<file path="config.mk">
export PLATFORM = sky130hd
export DESIGN_NAME = xmt_fifo
export DESIGN_NICKNAME = d
export VERILOG_FILES = /design/src/rtl/xmt_fifo.sv
export SDC_FILE = /design/constraint.sdc
export NUM_CORES = 1
export LEC_CHECK = 0
export CAP_MARGIN = 30
export CORE_MARGIN = 4
export CORE_UTILIZATION = 41
export DETAILED_ROUTE_END_ITERATION = 8
export PLACE_DENSITY = 0.63
export SLEW_MARGIN = 20
export SYNTH_ARGS = -nofsm -noshare
export SYNTH_HDL_FRONTEND = slang
export SYNTH_SLANG_ARGS = --single-unit
</file>
<file path="constraint.sdc">
create_clock -name clk -period 3.3 [get_ports clk]
set_input_delay 0.99 -clock clk [delete_from_list [all_inputs] [get_ports clk]]
set_output_delay 0.99 -clock clk [all_outputs]
set_load 0.02 [all_outputs]
</file>
<file path="src/rtl/xmt_fifo.sv">
// Serial line transmitter with an input FIFO: start bit, LSB-first data, optional
// parity, 1 or 2 stop bits, programmable bit time. Line idles high.
module xmt_fifo #(
  parameter int DATA_BITS  = 8,
  parameter int LOG2_DEPTH = 2
) (
  input  logic                 clk,
  input  logic                 rst,
  input  logic [15:0]          bit_len,
  input  logic [1:0]           parity_mode,
  input  logic                 stop2,
  input  logic                 wr_en,
  input  logic [DATA_BITS-1:0] wr_data,
  output logic                 full,
  output logic                 empty,
  output logic                 busy,
  output logic                 serial_out
);

  localparam int DEPTH = 1 << LOG2_DEPTH;
  localparam logic [LOG2_DEPTH:0] DEPTH_C  = (LOG2_DEPTH+1)'(DEPTH);
  localparam logic [3:0]          LAST_IDX = 4'(DATA_BITS - 1);

  typedef enum logic [2:0] {IDLE, START, DATA, PARITY, STOP} state_t;

  function automatic logic parity_bit(input logic [DATA_BITS-1:0] w, input logic odd);
    return (^w) ^ odd;
  endfunction

  logic [DATA_BITS-1:0]  mem_q [DEPTH];
  logic [LOG2_DEPTH-1:0] wr_ptr_q, rd_ptr_q;
  logic [LOG2_DEPTH:0]   count_q, count_d;
  logic                  full_q, empty_q;
  logic                  pop, push;

  state_t                state_q;
  logic [15:0]           timer_q, blen_q;
  logic [3:0]            bit_idx_q;
  logic [DATA_BITS-1:0]  shift_q;
  logic                  par_q, par_en_q, stop2_q, stop_cnt_q, tx_q;

  // The IDLE pop frees a slot on the same edge, so a write while full is accepted then.
  assign pop  = (state_q == IDLE) && !empty_q;
  assign push = wr_en && (!full_q || pop);

  always_comb begin
    count_d = count_q;
    if (push && !pop)
      count_d = count_q + 1'b1;
    else if (pop && !push)
      count_d = count_q - 1'b1;
  end

  always_ff @(posedge clk) begin
    if (rst) begin
      wr_ptr_q <= '0;
      rd_ptr_q <= '0;
      count_q  <= '0;
      full_q   <= 1'b0;
      empty_q  <= 1'b1;
    end else begin
      if (push) wr_ptr_q <= wr_ptr_q + 1'b1;
      if (pop)  rd_ptr_q <= rd_ptr_q + 1'b1;
      count_q <= count_d;
      full_q  <= (count_d == DEPTH_C);
      empty_q <= (count_d == '0);
    end
  end

  always_ff @(posedge clk) begin
    if (!rst && push)
      mem_q[wr_ptr_q] <= wr_data;
  end

  always_ff @(posedge clk) begin
    if (rst) begin
      state_q    <= IDLE;
      tx_q       <= 1'b1;
      timer_q    <= '0;
      bit_idx_q  <= '0;
      stop_cnt_q <= 1'b0;
    end else begin
      case (state_q)
        IDLE: begin
          tx_q <= 1'b1;
          if (!empty_q) begin
            shift_q  <= mem_q[rd_ptr_q];
            blen_q   <= bit_len;
            timer_q  <= bit_len;
            par_en_q <= parity_mode[0] ^ parity_mode[1];
            par_q    <= parity_bit(mem_q[rd_ptr_q], parity_mode[1]);
            stop2_q  <= stop2;
            tx_q     <= 1'b0;
            state_q  <= START;
          end
        end
        START: begin
          if (timer_q == '0) begin
            timer_q   <= blen_q;
            bit_idx_q <= '0;
            tx_q      <= shift_q[0];
            state_q   <= DATA;
          end else begin
            timer_q <= timer_q - 1'b1;
          end
        end
        DATA: begin
          if (timer_q == '0) begin
            timer_q <= blen_q;
            if (bit_idx_q == LAST_IDX) begin
              stop_cnt_q <= 1'b0;
              if (par_en_q) begin
                tx_q    <= par_q;
                state_q <= PARITY;
              end else begin
                tx_q    <= 1'b1;
                state_q <= STOP;
              end
            end else begin
              bit_idx_q <= bit_idx_q + 1'b1;
              shift_q   <= shift_q >> 1;
              tx_q      <= shift_q[1];
            end
          end else begin
            timer_q <= timer_q - 1'b1;
          end
        end
        PARITY: begin
          if (timer_q == '0) begin
            timer_q <= blen_q;
            tx_q    <= 1'b1;
            state_q <= STOP;
          end else begin
            timer_q <= timer_q - 1'b1;
          end
        end
        STOP: begin
          if (timer_q == '0) begin
            if (stop2_q && !stop_cnt_q) begin
              stop_cnt_q <= 1'b1;
              timer_q    <= blen_q;
            end else begin
              state_q <= IDLE;
            end
          end else begin
            timer_q <= timer_q - 1'b1;
          end
        end
        default: begin
          tx_q    <= 1'b1;
          state_q <= IDLE;
        end
      endcase
    end
  end

  assign full       = full_q;
  assign empty      = empty_q;
  assign busy       = (state_q != IDLE);
  assign serial_out = tx_q;

endmodule
</file>
==> metrics.md <==
| Metric | Value |
|---|---|
| Outcome | `completed` |
| Critical path type | `register to output pin` |
| DP HPWL | `roughly 6300 um` |
| Die span in y | `roughly 110 um` |
| Setup Total Neg Slack | `0 ns` |
| Max-cap violations | `0` |
| Least-Margin Pin Slew | `roughly 0.90 ns` |
| Root buffer cell | `clkbuf_8` |
| Mapped Nets | `about 430` |
| Initial antenna violation count | `0` |
| Critical path required time | `2.31 ns` |
| Max_slew headroom | `39.7%` |
| # DRC | `0` |
| Wire per inst | `approximately 16 um` |
| Layout overhead on the synthesized area | `13.9%` |
| Crit. End Element | `output pin` |
| Num Clock Sinks | `between 90 and 100` |
| CTS Buf Count | `9` |
| Post-synth top area share | `between 30% and 40%` |
| Pre-antenna DRT Iters | `4` |
| Overall Power | `between 4 and 5 mW` |
| EDFF count, synth | `a little under 60` |
| Layout cells sized above 1 | `between 10% and 20%` |
| Arrival time worst endpoint | `between 1.5 and 2 ns` |
| Clock Pin Slew Worst Setup and Hold Paths | `about 0.10 ns` |
| Gr busiest metal | `met2` |
| Gate power share | `37.4%` |
| Tot GR Track Use | `around 15%` |
| Maximum vdd drop | `approximately 0.33 mV` |
| Clock group share of total power | `19.1%` |
| DR vias/cell | `~5.4` |
| Hold Crit Endpoint | `bit_idx_q[1]` |
| Pins Over Slew Limit | `0` |
| GP Congestion | `0.801` |
| WL final | `between 8000 and 9000 um` |
| Worst r2r dst | `timer_q[6]` |
| CTS max path bufs | `2` |
| Post-synthesis async set-or-reset flop share | `0%` |
| Min-Delay Path Depth | `2` |
| Syn_area_per_cell | `around 11 sq um` |
| Share of power burned in registers | `43.5%` |
| Resized Gates After CTS | `0` |
| Final setup violation count | `0` |
| Number of diodes | `0` |
| Via count | `a little over 3,000` |
| Hold path start | `bit_idx_q[1]` |
| Hold Buf Count CTS | `0` |
| Later-pin clock latency in the skew report | `about 0.38 ns` |
| Synth unique cells | `66` |
| Sw frac | `around 38%` |
| TritonCTS clock tree | `done` |
| Most common cell in the netlist | `edfxtp_1` |
| Pin count of the biggest net entering global routing | `27` |
| FF-to-FF setup slack | `0.83 ns` |
| Post-CTS Setup Repair Bufs | `0` |
| Minimum clock period | `between 2 and 3 ns` |
| IO Pins | `34` |
| Number of DRC markers in iteration 0 | `190` |
| Min-delay worst type | `register to register` |
| Worst r2r src | `timer_q[0]` |
| Internal Power | `2.50 mW` |
| Synthesized area | `around 4500 sq um` |
| Met2 usage | `between 20% and 30%` |
| Crit Path Max Fanout | `12` |
| Gr ovfl total | `0` |
| First-pass GRT wire length | `roughly 15,000 um` |
| Static Leak | `roughly 1.8 nW` |
| Core area | `between 10,000 and 15,000 sq um` |
| Period utilization | `roughly nine tenths` |
| Pwr/cell area | `a little under 800 nW/um^2` |
| Synth Warn # | `0` |
| Htree depth | `3` |
| Post-layout nets | `464` |
| Area of the die | `12,800 sq um` |
| Fmax | `335 MHz` |
| Initial Util | `between 40% and 50%` |
| Top cells by count, synth | `edfxtp_1, nor2_1, dfxtp_1, nand2_1, a21oi_1` |
| Crit start category | `register` |
| Final Hold Viols | `0` |
| IO Port Bufs | `33` |
| Yosys top cell by area | `edfxtp_1` |
| Post-synthesis sequential area ratio | `a little over half` |
| R2R depth | `8` |
| Layout Skew | `0.00788 ns` |
| Grt met3 use | `under 10%` |
| Vias in the first global route | `roughly 3,100` |
| Die width | `between 100 and 150 um` |
| Seq cells post-synth | `95` |
| Met1 usage | `roughly a fifth` |
| FP Rows | `38` |
| Psw | `around 1.5 mW` |
| RSZ-0062 raised after global routing | `no` |
| Ys flop type | `edfxtp_1` |
| Synth top area cells | `edfxtp_1, dfxtp_1, mux4_2` |
| Hold WS | `~0.5 ns` |
| Post-DRT Antenna Nets | `0` |
| Gate Count Post-Synth | `between 300 and 400` |
## cells by family after synthesis
| group | share of synthesized area [%] |
|---|---|
| AOI/OAI and AO/OA | 13.1 |
| xor gates and xnor gates | 3.67 |
| adders and majority gates | 2.48 |
| buffers and inverters | 3.64 |
| DFF | 55.0 |
| muxes | 5.96 |
| and+or+nand+nor | 16.1 |
## layer usage
| layer | vias up | part of all wire (%) |
|---|---|---|
| li1 | 1543 | - |
| met1 | 1498 | 46 |
| met2 | 51 | 49 |
| met3 | 7 | 3.6 |
| met4 | 0 | 0.98 |
| met5 | - | 0 |
## stage by stage
| step | std cells | utilization [%] | area, sq um | setup WS (ns) |
|---|---|---|---|---|
| 4_1_cts | 569 | 47.5 | 5150 | 0.318 |
| 5_1_grt | 570 | 47.6 | 5160 | 0.224 |
| 2_1_floorplan | 395 | - | 4530 | 0.702 |
| 6_report | 570 | 47.6 | 5160 | 0.317 |
| 3_3_place_gp | 553 | 45.7 | 4950 | 0.696 |
| 3_5_place_dp | 553 | 45.7 | 4950 | 0.613 |
## worst max-delay path by stage
stage	from	to	slack, ns	depth (start not counted)
after floorplan	rst	blen_q[0]	0.70	3
after global placement	wr_en	empty	0.70	5
after detailed placement	wr_en	empty	0.61	5
after CTS	state_q[2]	busy	0.32	3
after global routing	state_q[2]	busy	0.22	3
final	state_q[2]	busy	0.32	3
## placed cells by master, fill, tap and decap left out, types with 4 or more instances in the layout
cell type	n
nand3_1	5
nor4_1	4
mux2_2	8
clkbuf_8	9
a311oi_1	12
nand2_1	36
edfxtp_1	59
buf_4	4
o221ai_1	4
clkdlybuf4s50_1	33
ha_1	9
a21oi_1	21
and2_1	6
o211ai_1	7
xnor2_1	15
nor3_1	13
nor2b_1	4
inv_1	14
o21ai_0	13
nor2_1	39
and3_1	4
xor2_1	4
dfxtp_1	36
mux4_2	8
## worst max-delay path: stages, from the launching register on
cell,delay (ns)
dfxtp_1,0.62
inv_1,0.23
nand2_1,0.15
clkdlybuf4s50_1,0.61
## cell type report
class	count	area (sq um)
multi-input combinational	267	1870
clock buffer	9	124
fill	992	5680
sequential	95	2490
tap	140	175
clock inverter	7	73.8
inverter	14	52.6
timing repair buffer	38	372
## power groups by stage
stage	clock, mW	sequential, mW	combinational (mW)
2_1_floorplan	0	1.71	1.24
3_3_place_gp	0	1.78	1.48
3_5_place_dp	0	1.78	1.50
4_1_cts	0.792	1.76	1.51
5_1_grt	0.842	1.80	1.69
6_report	0.769	1.76	1.51
## registers in the layout (all words and copies together) (netlist names), named ones only
register and flops:
bit_idx_q 4, blen_q 16, count_q 3, empty 1, full 1, mem_q 32, par_en_q 1, par_q 1
rd_ptr_q 2, serial_out 1, shift_q 8, state_q 3, stop2_q 1, stop_cnt_q 1, timer_q 16, wr_ptr_q 2
Power figures use the tool's default switching activity.
